--- config.mk ---
export PLATFORM = sky130hd
export DESIGN_NAME = arb_response_router
export DESIGN_NICKNAME = d
export VERILOG_FILES = /design/src/rtl/arb_pkg.sv /design/src/rtl/arb_tag_fifo.sv /design/src/rtl/arb_response_router.sv
export SDC_FILE = /design/constraint.sdc
export NUM_CORES = 1
export LEC_CHECK = 0
export BUFFER_PORTS_ARGS = -buffer_cell sky130_fd_sc_hd__buf_4
export CAP_MARGIN = 20
export CORE_MARGIN = 4
export CORE_UTILIZATION = 40
export CTS_BUF_LIST = sky130_fd_sc_hd__clkbuf_4 sky130_fd_sc_hd__clkbuf_8
export CTS_CLUSTER_DIAMETER = 100
export DETAILED_ROUTE_END_ITERATION = 12
export PLACE_DENSITY = 0.72
export SYNTH_ARGS = -nofsm -noshare
export SYNTH_HDL_FRONTEND = slang
export SYNTH_SLANG_ARGS = --single-unit
--- constraint.sdc ---
create_clock -name clk -period 8.15 [get_ports clk]
set_input_delay 0.815 -clock clk [delete_from_list [all_inputs] [get_ports clk]]
set_output_delay 0.815 -clock clk [all_outputs]
set_load 0.1 [all_outputs]
--- src/rtl/arb_pkg.sv ---
// Shared types and helpers for the arbiter response return path.
package arb_pkg;

  // Widest requester vector the one-hot decoder accepts.
  localparam int MAX_REQ   = 64;
  localparam int MAX_IDX_W = 6;

  typedef logic [MAX_IDX_W-1:0] req_idx_t;

  typedef struct packed {
    req_idx_t idx;
    logic     is_onehot;
  } onehot_dec_t;

  function automatic int idx_width(input int n);
    return (n > 1) ? $clog2(n) : 1;
  endfunction

  function automatic int count_width(input int depth);
    return $clog2(depth) + 1;
  endfunction

  // Returns the index of the highest set bit and whether exactly one bit is set.
  function automatic onehot_dec_t onehot_to_idx(input logic [MAX_REQ-1:0] vec);
    onehot_dec_t r;
    int          ones;
    r.idx = '0;
    ones  = 0;
    for (int i = 0; i < MAX_REQ; i++) begin
      if (vec[i]) begin
        r.idx = req_idx_t'(i);
        ones++;
      end
    end
    r.is_onehot = (ones == 1);
    return r;
  endfunction

endpackage

--- src/rtl/arb_tag_fifo.sv ---
// In-order tag FIFO holding the owner of each outstanding grant.
module arb_tag_fifo #(
  parameter int WIDTH = 3,
  parameter int DEPTH = 4
) (
  input  logic                     clk,
  input  logic                     rst_n,
  input  logic                     push,
  input  logic                     pop,
  input  logic [WIDTH-1:0]         din,
  output logic [WIDTH-1:0]         dout,
  output logic                     full,
  output logic                     empty,
  output logic [$clog2(DEPTH):0]   count
);

  localparam int PTR_W = $clog2(DEPTH);
  localparam int CNT_W = PTR_W + 1;

  logic [WIDTH-1:0] mem [DEPTH];
  logic [PTR_W-1:0] wr_ptr;
  logic [PTR_W-1:0] rd_ptr;
  logic             push_ok;
  logic             pop_ok;

  // No bypass in either direction: a full FIFO refuses pushes even while popping,
  // and an empty FIFO has nothing to pop even while pushing.
  assign push_ok = push && !full;
  assign pop_ok  = pop && !empty;

  assign full  = (count == CNT_W'(DEPTH));
  assign empty = (count == '0);
  assign dout  = mem[rd_ptr];

  always_ff @(posedge clk) begin
    if (!rst_n) begin
      wr_ptr <= '0;
      rd_ptr <= '0;
      count  <= '0;
    end else begin
      if (push_ok) wr_ptr <= wr_ptr + PTR_W'(1);
      if (pop_ok)  rd_ptr <= rd_ptr + PTR_W'(1);
      case ({push_ok, pop_ok})
        2'b10:   count <= count + CNT_W'(1);
        2'b01:   count <= count - CNT_W'(1);
        default: count <= count;
      endcase
    end
  end

  // NOTE: storage is deliberately left out of reset; only the pointers define
  // which entries are live, so clearing the array would just cost a reset net per bit.
  always_ff @(posedge clk) begin
    if (push_ok) mem[wr_ptr] <= din;
  end

endmodule

--- src/rtl/arb_response_router.sv ---
// Records arbiter grants in order and steers each shared-resource response
// back to the requester that owns it.
module arb_response_router
  import arb_pkg::*;
#(
  parameter int N_REQ   = 8,
  parameter int DATA_W  = 32,
  parameter int MAX_OUT = 4
) (
  input  logic                       clk,
  input  logic                       rst_n,
  input  logic                       grant_valid,
  input  logic [N_REQ-1:0]           grant_onehot,
  output logic                       grant_ready,
  input  logic                       rsp_valid,
  input  logic [DATA_W-1:0]          rsp_data,
  output logic                       rsp_ready,
  output logic [N_REQ-1:0]           out_valid,
  output logic [DATA_W-1:0]          out_data,
  input  logic [N_REQ-1:0]           out_ready,
  output logic [$clog2(MAX_OUT):0]   outstanding,
  input  logic                       err_clr,
  output logic                       err_multi_grant,
  output logic                       err_orphan_rsp
);

  localparam int IDX_W = idx_width(N_REQ);

  logic [MAX_REQ-1:0] grant_wide;
  onehot_dec_t        dec;
  logic [IDX_W-1:0]   grant_idx;
  logic [IDX_W-1:0]   head;
  logic               fifo_full;
  logic               fifo_empty;
  logic               grant_fire;
  logic               push;
  logic               pop;
  logic               multi_now;
  logic               orphan_now;

  assign grant_wide = MAX_REQ'(grant_onehot);
  assign dec        = onehot_to_idx(grant_wide);
  assign grant_idx  = IDX_W'(dec.idx);

  assign grant_ready = !fifo_full;
  assign grant_fire  = grant_valid && grant_ready;
  assign push        = grant_fire && dec.is_onehot;
  assign pop         = rsp_valid && rsp_ready;

  arb_tag_fifo #(
    .WIDTH (IDX_W),
    .DEPTH (MAX_OUT)
  ) u_tag_fifo (
    .clk   (clk),
    .rst_n (rst_n),
    .push  (push),
    .pop   (pop),
    .din   (grant_idx),
    .dout  (head),
    .full  (fifo_full),
    .empty (fifo_empty),
    .count (outstanding)
  );

  // NOTE: every output of this block gets a default before the conditional
  // override, so no path leaves out_valid unassigned and no latch is inferred.
  always_comb begin
    out_valid = '0;
    rsp_ready = 1'b0;
    if (!fifo_empty) begin
      out_valid[head] = rsp_valid;
      rsp_ready       = out_ready[head];
    end
  end

  assign out_data = rsp_data;

  assign multi_now  = grant_fire && !dec.is_onehot;
  assign orphan_now = rsp_valid && fifo_empty;

  // A new error outranks err_clr for that flag in the same cycle.
  always_ff @(posedge clk) begin
    if (!rst_n) begin
      err_multi_grant <= 1'b0;
      err_orphan_rsp  <= 1'b0;
    end else begin
      if (multi_now)    err_multi_grant <= 1'b1;
      else if (err_clr) err_multi_grant <= 1'b0;
      if (orphan_now)   err_orphan_rsp  <= 1'b1;
      else if (err_clr) err_orphan_rsp  <= 1'b0;
    end
  end

  a_out_valid_onehot0 : assert property (
    @(posedge clk) disable iff (!rst_n) $onehot0(out_valid)
  );

  a_no_overflow : assert property (
    @(posedge clk) disable iff (!rst_n) outstanding <= ($clog2(MAX_OUT) + 1)'(MAX_OUT)
  );

endmodule

# Yosys cells after proc, flatten, opt, wreduce, memory -nomap -nowiden
# Memory sizes are Yosys's and may differ from the RTL's. A register that Yosys moved wholly into a read port is not among the register bits.
# Index checks and enable logic that the tools add are counted.
# totals
regBits,9
latchBits,0
ram_bits,12
rom_bits,0
inputBits,53
out_inout_bits,47
wordCells,68
n_memories,1
# memory_table
name,depth,width,read_ports,rd_ports_with_merged_regs,wr,line_no,rtl
u_tag_fifo.mem,4,3,1,1,1,arb_tag_fifo.sv:20,logic [WIDTH-1:0] mem [DEPTH];
# op_classes
add_sub_neg,11
mul,0
n_div,0
magnitude_cmp,2
eq_ne,4
shifts,0
muxes,29
n_bitwise,1
n_reduce_logical,15
# ops
op,n
"32-bit by 2-bit adder with 32-bit output, second input constant",7
32-bit 2-to-1 mux,7
"32-bit by 2-bit == test with 1-bit output, second input constant",1
3-bit 2-to-1 mux,4
1-bit 2-to-1 mux,10
8-bit bitwise AND,1
1-bit logical AND,8
2-bit 2-to-1 mux,4
8-bit 2-to-1 mux,1
3-bit case mux with 2 select lines,1
2-bit nonzero test,3
"2-bit by 1-bit adder with 2-bit output, second input constant",2
"3-bit by 4-bit < comparator with 1-bit output, second input constant",1
"3-bit by 1-bit adder with 3-bit output, second input constant",1
1-bit binary-select mux with 3-bit select,1
1-bit demux with 3-bit select,1
"3-bit == test, second input constant",1
"3-bit by 1-bit >= comparator with 1-bit output, second input constant",1
1-bit zero test,3
3-bit zero test,1
"3-bit by 1-bit subtractor with 3-bit output, second input constant",1
"2-bit by 1-bit == test with 1-bit output, second input constant",1
"2-bit == test, second input constant",1

# Longest topological paths before layout
# Gate-level depths: netlist of the first run.
# logic_depth
depth_word,20
ltp_mapped,30
mapped_depth_nobuf,29

# Cells and area by module
# A second synthesis of the first run with hierarchy kept.
# hier_totals
hier_cells,212
hier_area_um2,1956.9
# by_module_without_submodules
mod,n_inst,cells_per_inst,area_each_um2,seq_area_each_um2
arb_response_router,1,143,1034.7,40.0
arb_tag_fifo,1,69,922.1,540.5

# Least setup slack after synthesis of the first run
# OpenSTA, ideal clock, no wires.
# synth_timing
kind,input to register
from,input port grant_onehot[0]
to,register u_tag_fifo.count[2]
arrival_time_ns,5.583
path_slack_ns,2.491
stages,29
n_path_buf,1
path_cell_list,inv_1 > ha_1 > xor2_1 > ha_1 > nand2_1 > o31ai_1 > ha_1 > mux2_2 > ha_1 > inv_1 > a21oi_1 > o31ai_1 > inv_1 > ha_1 > nand2_1 > o21ai_0 > ha_1 > inv_1 > a221o_1 > o211ai_2 > a211oi_2 > and3_1 > buf_6 > inv_1 > ha_1 > fa_1 > xnor2_1 > or3_1 > a21boi_0
# synth_between
elab_chain_len,20
# synth_rtl
element,line_no,rtl
"start, declared",arb_response_router.sv:13,"input logic [N_REQ-1:0] grant_onehot,"
1-bit 2-to-1 mux *,arb_pkg.sv:30,if (vec[i]) begin
32-bit by 2-bit adder with 32-bit output,arb_pkg.sv:32,ones++;
32-bit 2-to-1 mux *,arb_pkg.sv:30,
32-bit by 2-bit adder with 32-bit output,arb_pkg.sv:32,
32-bit 2-to-1 mux *,arb_pkg.sv:30,
32-bit by 2-bit adder with 32-bit output,arb_pkg.sv:32,
32-bit 2-to-1 mux *,arb_pkg.sv:30,
32-bit by 2-bit adder with 32-bit output,arb_pkg.sv:32,
(+4 left out),--,
32-bit 2-to-1 mux *,arb_pkg.sv:30,
32-bit by 2-bit adder with 32-bit output,arb_pkg.sv:32,
32-bit 2-to-1 mux *,arb_pkg.sv:30,
32-bit by 2-bit == test with 1-bit output *,arb_pkg.sv:35,r.is_onehot = (ones == 1);
1-bit logical AND *,arb_response_router.sv:47,assign push = grant_fire && dec.is_onehot;
1-bit logical AND *,arb_tag_fifo.sv:28,assign push_ok = push && !full;
2-bit by 1-bit == test with 1-bit output / 2-bit == test (equally long branches),arb_tag_fifo.sv:43,"case ({push_ok, pop_ok})"
3-bit case mux with 2 select lines / 2-bit nonzero test (equally long branches),--,
"end signal, assigned",arb_tag_fifo.sv:44,2'b10: count <= count + CNT_W'(1);
"end signal, assigned",arb_tag_fifo.sv:45,2'b01: count <= count - CNT_W'(1);
"end signal, assigned",arb_tag_fifo.sv:46,default: count <= count;
"end, declared",arb_tag_fifo.sv:14,output logic [$clog2(DEPTH):0] count
# Every way passes the cells marked *; elsewhere a longest branch is shown, timed or not.
# A chain may end at the register's enable or synchronous reset.

# Worst setup path in the final report of the first run
# Same ends and word-level chain as after synthesis.

==> results_dict.tcl, run 1 <==
set metrics [dict create \
    post-synth-top-area-fraction_pct 18.5 \
    ios 100 \
    cp-end-kind "flop" \
    worst_pin_slew_ns 0.673 \
    drt_iter0_markers 42 \
    async_flop_share_pct 0 \
    min_path_type "flop to flop" \
    core_area_mm2 0.00472 \
    post_drt_wl_per_cell_um 11.2 \
    ys_seq_area_share_pct 29.9 \
    drt_wl_total_mm 3.04 \
    critPathMaxStageDelay_ns 0.39 \
    cp.arrival_ns 6.17 \
    finalHoldViolCount 0 \
    cap_viol_max_count 0 \
    critPathBufInv 6 \
    finish.net_count 272 \
    drive_gt1_share_pct 27.3 \
    grt_pass1_wl_mm 5.07 \
    critical_path_class "primary input to flop" \
    cts_buffer_depth 2 \
    highest_layer "met4" \
    timing.final.ws_setup_ns 2.16 \
    yosys.cell_types.count 46 \
    die_x_um 77.7 \
    drc_errors 0 \
    grt_pass1_vias 1185 \
    globalplace.congestion 0.713 \
    crit_slowest_cell "fa_1" \
    fin_skew_ns 0.00363 \
    outcome "finished clean" \
    routed_via_density 4.64 \
    h-tree-depth 1 \
    ir_drop_mv 0.0892 \
    setup_viol 0 \
    worst_skew_pair.late_latency_ns 0.26 \
    timing.setup.tns_ns 0 \
    dieArea_mm2 0.00604 \
    required_ns 8.33 \
    nFillCells 460 \
    num_rows 25 \
    power-per-cell-area_mw_per_mm2 225 \
    ys_warn_count 0 \
    numPortBuffers 35 \
    worst-path-max-fanout 7 \
    cts_resized 0 \
    yosys-top-cells-count "buf_4 (32), nand2_1 (18), nor2_1 (18)" \
    fmax_ghz 0.167 \
    start_util_pct 41.1 \
    hold_buffers 0 \
    path_delay_family "adder cells" \
    synth_cells 205 \
    start_kind "primary input" \
    synth.avg_cell_area_um2 9.48 \
    synth_area_mm2 0.00194 \
    track_usage_pct 10.2 \
    syn-num-nets 271 \
    cts_tree "done" \
    wl_met2_mm 1.46 \
    relSlewSlack_pct 54.7 \
    cts_root_buffer "clkbuf_8" \
    synth_edf_count 12 \
    p_leak_nw 0.837 \
    via_count 1263 \
    synthFlopType "edfxtp_1" \
    met1_length_mm 1.29 \
    drv_slew 0 \
    cts_made_buffers 3 \
    met3_length_um 201 \
    first_pass_iters 4 \
    post-route-period-util_pct 73.5 \
    fin_crit_ns 5.99 \
    ant_nets 0 \
    die_y_um 77.7 \
    cp_common_cell "ha_1" \
    area_growth_pct 5.60 \
    hpwlAfterDp_mm 2.49 \
    synth_area_leaders "edfxtp_1 (19%), buf_4 (12%), dfxtp_1 (11%)" \
    gr-total-overflow 0 \
    grt_max_degree 14 \
    yosys.area.top_type "edfxtp_1" \
    synth_most_common_cell "buf_4" \
    holdWs_ns 0.502 \
    antenna_found_initial 0 \
    rsz0062_at_grt "false" \
    path_clk_slew_ns 0.07 \
    diodes 0 \
    cts_sinks 23 \
    dpl_worst_slack_ns 1.91 \
    cts_setup_buffers 0 \
    ys_ff_latch 23 \
]
==> layout make-up <==
type	instances	area [um^2]	share of cell area [%]
inverter	11	41.3	2.01
clock buffer	4	48.8	2.38
tap	67	83.8	4.09
sequential	23	581	28.3
multi-input combinational	132	1030	50.4
timing repair buffer	35	263	12.8
==> layout by cell type, fill, tap and decap left out, types with 2 or more instances in the layout <==
cell type	netlist	routed
buf_4	32	35
nor2_1	18	18
nand2_1	18	18
ha_1	12	12
edfxtp_1	12	12
dfxtp_1	11	11
inv_1	10	10
and2_1	9	9
xnor2_1	9	9
mux4_2	5	5
nand3_1	5	5
xor2_1	5	5
o21ai_0	5	5
nand2b_1	4	4
mux2i_1	4	4
a21oi_1	4	4
nor2b_1	4	4
o31ai_1	3	3
or2_2	3	3
clkbuf_8	0	3
nor3_1	2	2
==> layer usage <==
metal,up-vias,track usage [%]
met2,36,17.1
met4,0,6.05
met1,556,11.9
met3,16,2.09
met5,-,0
li1,655,-
==> logic make-up after synthesis <==
family,synth area share (%)
and+or+nand+nor,19.3
buffers and inverters,16.9
DFF,29.9
AOI/OAI and AO/OA,6.95
xor gates and xnor gates,9.79
adders and majority gates,8.76
muxes,8.44
==> sequential cells by signal, indices dropped and copies added, names as in the netlist, named ones only <==
signal             count
u_tag_fifo.rd_ptr      2
err_multi_grant        1
u_tag_fifo.wr_ptr      2
u_tag_fifo.count       3
u_tag_fifo.mem        12
err_orphan_rsp         1
==> through the flow <==
step / std cells / instance area (um^2) / utilization, % / power (mW)
floorplan: 205 / 1940 / - / 0.428
global placement: 268 / 2000 / 42.4 / 0.392
detailed placement: 268 / 2000 / 42.4 / 0.397
CTS: 272 / 2050 / 43.4 / 0.468
global route: 272 / 2050 / 43.4 / 0.496
finish: 272 / 2050 / 43.4 / 0.462
==> worst reg2reg max path: cells and delay by family, from the launching register on <==
family | cells | cell delay [ns]
mux | 3 | 1.27
fa+ha+maj | 2 | 0.66
flops | 1 | 0.42
simple gates | 2 | 0.42
compound gates | 1 | 0.19
xor+xnor | 1 | 0.14
==> worst paths after layout <==
| path | start | endpoint | slack (ns) | depth (start not counted) |
|---|---|---|---|---|
| hold / removal | u_tag_fifo.wr_ptr[0] | u_tag_fifo.wr_ptr[0] | 0.50 | 2 |
| setup reg to reg | flop | u_tag_fifo.count[2] | 4.98 | 9 |
| hold reg to reg | u_tag_fifo.wr_ptr[0] | u_tag_fifo.wr_ptr[0] | 0.50 | 2 |
| setup / recovery | grant_onehot[0] | u_tag_fifo.count[2] | 2.16 | 29 |
==> report_power, final <==
group / leakage, nW / switching [mW] / internal, mW
combinational: 0.611 / 0.153 / 0.0939
sequential: 0.200 / 0.0105 / 0.135
clock: 0.0262 / 0.0320 / 0.0381
Note: power is estimated with default switching activity, not from simulation.
==> inputs of run 2 (changes only) <==
==> constraint.sdc (replaced) <==
create_clock -name clk -period 5.7 [get_ports clk]
set_input_delay 0.57 -clock clk [delete_from_list [all_inputs] [get_ports clk]]
set_output_delay 0.57 -clock clk [all_outputs]
set_load 0.1 [all_outputs]
==> run 2 against run 1 <==
Effect of this change:
- worst hold slack got worse by 0.0083 ns
- first-iteration DRC count is 31% lower
- total power is 44% higher
- wire length is 0.20% higher
- via count rose by 1.9%
- die area unchanged
- global-route usage fell by 0.11 points
- highest routed layer unchanged
==> results_dict.tcl, run 2 (same netlist as run 1, synthesis figures left out) <==
set metrics [dict create \
    ios 100 \
    post_drt_wl_per_cell_um 11.1 \
    power_frac_seq_pct 31.3 \
    ant_nets 0 \
    power_mw 0.663 \
    die_y_um 77.7 \
    via_count 1287 \
    finalHoldViolCount 0 \
    nFillCells 475 \
    start_kind "primary input" \
    setup_viol 0 \
    final_common_cell "buf_4" \
    required_ns 5.89 \
    path_clk_slew_ns 0.08 \
    clkPwrFrac_pct 14.7 \
    fin_skew_ns 0.00741 \
    regArea_um2 581 \
    cts_buffer_depth 2 \
    drt_iter0_markers 29 \
    fmax_ghz 0.187 \
    cts_sinks 23 \
    holdWs_ns 0.494 \
    cp.arrival_ns 5.53 \
    critical_path_class "primary input to flop" \
    crit_slowest_cell "fa_1" \
    globalplace.congestion 0.734 \
    core_area_mm2 0.00472 \
    top_register "u_tag_fifo.mem" \
    diodes 0 \
    routed_via_density 4.70 \
    power-per-cell-area_mw_per_mm2 321 \
    cp-end-kind "flop" \
    final_cell_mix "buf_4 (37), nor2_1 (18), nand2_1 (18), ha_1 (12), edfxtp_1 (12)" \
    internal_power_mw 0.380 \
    worst_pin_slew_ns 0.403 \
    p_sw_share_pct 42.7 \
    hpwlAfterDp_mm 2.52 \
    num_rows 25 \
    cap_viol_max_count 0 \
    netSwitchingPower_mw 0.283 \
    p_leak_nw 0.847 \
    drive_gt1_share_pct 28.0 \
    reg_top3 "u_tag_fifo.mem x12, u_tag_fifo.count x3" \
    grt_max_degree 14 \
    start_util_pct 41.1 \
    multiInputGateArea_mm2 0.00103 \
    combPwrFrac_pct 54.0 \
    drv_slew 0 \
    worst_skew_pair.late_latency_ns 0.26 \
    critPathMaxStageDelay_ns 0.39 \
    area_growth_pct 6.25 \
    die_x_um 77.7 \
    grt_pass1_wl_mm 5.01 \
    hold_buffers 0 \
    finish.net_count 274 \
    cts_resized 0 \
    first_pass_iters 4 \
    cts_root_buffer "clkbuf_8" \
    outcome "finished clean" \
    drt_wl_total_mm 3.04 \
    drc_errors 0 \
    cts_tree "done" \
    rsz0062_at_grt "false" \
    cts_setup_buffers 0 \
    timing.setup.tns_ns 0 \
    h-tree-depth 1 \
    numPortBuffers 35 \
    dieArea_mm2 0.00604 \
    cts_made_buffers 3 \
    track_usage_pct 10.1 \
    largest_reg_flops 12 \
    gr-total-overflow 0 \
    worst-path-max-fanout 7 \
    ir_drop_mv 0.125 \
    post-route-period-util_pct 93.6 \
    grt_pass1_vias 1208 \
    relSlewSlack_pct 73.0 \
    min_path_type "flop to flop" \
    fin_crit_ns 5.34 \
    cp_common_cell "ha_1" \
    antenna_found_initial 0 \
]
==> run 2: metrics by stage <==
step	std cells	worst slack (ns)	instance area, um^2	utilization (%)
3_3_place_gp	270	0.120	2020	42.7
6_report	274	0.364	2060	43.7
4_1_cts	274	0.319	2060	43.7
5_1_grt	274	0.0454	2060	43.7
2_1_floorplan	205	0.286	1940	-
3_5_place_dp	270	0.0561	2020	42.7
==> run 2: power groups by stage <==
stage | Sequential, mW | Clock (mW) | Combinational (mW)
after floorplan | 0.263 | 0 | 0.349
after global placement | 0.211 | 0 | 0.355
after detailed placement | 0.212 | 0 | 0.361
after CTS | 0.208 | 0.101 | 0.363
after global routing | 0.211 | 0.107 | 0.394
final | 0.208 | 0.0978 | 0.358
==> run 2: worst paths after layout <==
| kind | start | to | slack [ns] | depth (start not counted) |
|---|---|---|---|---|
| min reg2reg | err_multi_grant | err_multi_grant | 0.49 | 2 |
| min | err_multi_grant | err_multi_grant | 0.49 | 2 |
| max | grant_onehot[0] | u_tag_fifo.count[2] | 0.36 | 29 |
| max reg2reg | flop | u_tag_fifo.count[2] | 2.59 | 9 |
==> run 2: worst max-delay path: cells and delay by family <==
| kind | cells | cell delay [ns] |
|---|---|---|
| adder cells (fa/ha/maj) | 8 | 2.36 |
| AO/OA/AOI/OAI | 8 | 1.01 |
| AND/OR/NAND/NOR | 4 | 0.66 |
| XOR/XNOR | 2 | 0.35 |
| buffers and inverters | 6 | 0.31 |
| multiplexers | 1 | 0.27 |
==> run 2: final cells by class <==
type | count | share of cell area [%]
clock buffer | 3 | 2.00
clock inverter | 1 | 0.242
inverter | 11 | 2.00
multi-input combinational | 132 | 50.1
sequential | 23 | 28.1
tap | 67 | 4.06
timing repair buffer | 37 | 13.5
==> run 2: per-layer routing <==
layer  share of wire (%)  vias to the layer above  global-route usage, %
met3                 6.1                       17                   2.09
li1                    -                      658                      -
met4                 2.9                        0                   6.05
met2                  48                       35                   17.7
met5                   0                        -                      0
met1                  43                      577                   11.0
==> inputs of run 3 (changes only) <==
--- a/config.mk
+++ b/config.mk
@@ -13,6 +13,7 @@
 export CTS_CLUSTER_DIAMETER = 100
 export DETAILED_ROUTE_END_ITERATION = 12
 export PLACE_DENSITY = 0.72
+export SKIP_CTS_REPAIR_TIMING = 1
 export SYNTH_ARGS = -nofsm -noshare
 export SYNTH_HDL_FRONTEND = slang
 export SYNTH_SLANG_ARGS = --single-unit
==> constraint.sdc (replaced) <==
create_clock -name clk -period 6.3 [get_ports clk]
set_input_delay 0.63 -clock clk [delete_from_list [all_inputs] [get_ports clk]]
set_output_delay 0.63 -clock clk [all_outputs]
set_load 0.1 [all_outputs]
==> run 3 against run 2 <==
Effect of this change:
- die area stayed put
- first-iteration DRC count grew 100%
- clock power fell by 5.0%
- critical endpoint unchanged
- worst hold slack better by 0.0075 ns
- largest power group unchanged
==> results_dict.tcl, run 3 (same netlist as run 1, synthesis figures left out) <==
set metrics [dict create \
    rsz0062_at_grt "false" \
    area_growth_pct 5.99 \
    outcome "finished clean" \
    rr_worst_depth 9 \
    ios 100 \
    first_pass_iters 4 \
    critPathMaxStageDelay_ns 0.38 \
    critical_path_class "primary input to flop" \
    cp.arrival_ns 5.75 \
    globalplace.congestion 0.683 \
    top_register "u_tag_fifo.mem" \
    placed_area_mm2 0.00201 \
    drt_iter0_markers 59 \
    drv_slew 0 \
    path_delay_family "adder cells" \
    gr-total-overflow 0 \
    required_ns 6.49 \
    dieArea_mm2 0.00604 \
    cts_sinks 23 \
    reg_top3 "u_tag_fifo.mem x12, u_tag_fifo.count x3" \
    finalInstanceArea_mm2 0.00206 \
    finish.net_count 273 \
    dpl_worst_slack_ns 0.440 \
    crit_start "grant_onehot[0]" \
    core_area_mm2 0.00472 \
    path_depth 29 \
    postLayoutCoreUtil_pct 43.6 \
    start_kind "primary input" \
    grt_max_degree 14 \
    cp_common_cell "ha_1" \
    cp-end-kind "flop" \
    grt_pass1_vias 1153 \
    grt_pass1_wl_mm 4.91 \
    track_usage_pct 10.1 \
    drc_errors 0 \
    crit_slowest_cell "fa_1" \
    num_rows 25 \
    drive_gt1_share_pct 27.7 \
    cts_buffer_depth 2 \
    routed_via_density 4.71 \
    numPortBuffers 35 \
    timing.setup.tns_ns 0 \
    r2r_end "u_tag_fifo.count[2]" \
    final_common_cell "buf_4" \
    worst_skew_pair.late_latency_ns 0.26 \
    multiInputGateArea_mm2 0.00103 \
    largest_reg_flops 12 \
    post_drt_wl_per_cell_um 10.8 \
    cts_made_buffers 3 \
    diodes 0 \
    cts_root_buffer "clkbuf_8" \
    cts_tree "done" \
    worst_pin_slew_ns 0.631 \
    p_leak_nw 0.842 \
    die_x_um 77.7 \
    fin_skew_ns 0.00499 \
    via_count 1285 \
    power-per-cell-area_mw_per_mm2 292 \
    min_path_type "flop to flop" \
    regArea_um2 581 \
    setup_viol 0 \
    nFillCells 477 \
    cap_viol_max_count 0 \
    antenna_found_initial 0 \
    post-route-period-util_pct 88.2 \
    relSlewSlack_pct 57.6 \
    fin_crit_ns 5.56 \
    die_y_um 77.7 \
    worst-path-max-fanout 7 \
    hpwlAfterDp_mm 2.44 \
    start_util_pct 41.1 \
    cp-endpoint "u_tag_fifo.count[2]" \
    critPathBufInv 6 \
    ant_nets 0 \
    h-tree-depth 1 \
    timing.final.ws_setup_ns 0.742 \
    fmax_ghz 0.180 \
    finalHoldViolCount 0 \
    ir_drop_mv 0.108 \
    holdWs_ns 0.501 \
    ff2ff_setup_slack_ns 3.20 \
    final_cell_mix "buf_4 (36), nor2_1 (18), nand2_1 (18), ha_1 (12), edfxtp_1 (12)" \
    path_clk_slew_ns 0.08 \
    drt_wl_total_mm 2.95 \
]
run 3: worst min path at each step:
stage | startpoint | endpoint | slack, ns | cells after the start
6_report | err_multi_grant | err_multi_grant | 0.50 | 2
5_1_grt | err_multi_grant | err_multi_grant | 0.54 | 2
4_1_cts | err_multi_grant | err_multi_grant | 0.51 | 2
3_5_place_dp | err_multi_grant | err_multi_grant | 0.49 | 2
3_3_place_gp | err_multi_grant | err_multi_grant | 0.48 | 2
2_1_floorplan | u_tag_fifo.wr_ptr[1] | u_tag_fifo.wr_ptr[1] | 0.47 | 2
run 3: where the power goes:
part / internal, mW / total, mW / leakage (nW) / switching [mW]
logic: 0.123 / 0.320 / 0.616 / 0.198
clock network: 0.0494 / 0.0929 / 0.0262 / 0.0435
registers: 0.174 / 0.187 / 0.200 / 0.0129
total: 0.346 / 0.600 / 0.842 / 0.254
run 3: tightest hold or removal path, cell delays in order (launching register included):
cell      delay, ns
dfxtp_1        0.31
nand3b_1       0.07
o21ai_0        0.07
run 3: stage by stage:
stage,instances,total power [mW]
2_1_floorplan,205,0.554
3_3_place_gp,269,0.510
3_5_place_dp,269,0.515
4_1_cts,273,0.608
5_1_grt,273,0.647
6_report,273,0.600
run 3: cell type report:
class | instances | area share (%)
sequential | 23 | 28.2
clock buffer | 4 | 2.37
tap | 67 | 4.07
inverter | 11 | 2.00
multi-input combinational | 132 | 50.2
timing repair buffer | 36 | 13.1
run 3: routing by layer:
| metal | wire [um] | vias up | part of all wire [%] | global-route usage (%) |
|---|---|---|---|---|
| met5 | 0 | - | 0 | 0 |
| met4 | 106 | 0 | 3.6 | 7.12 |
| met3 | 187 | 16 | 6.3 | 2.20 |
| met2 | 1380 | 34 | 47 | 16.2 |
| met1 | 1270 | 575 | 43 | 11.8 |
| li1 | - | 660 | - | - |
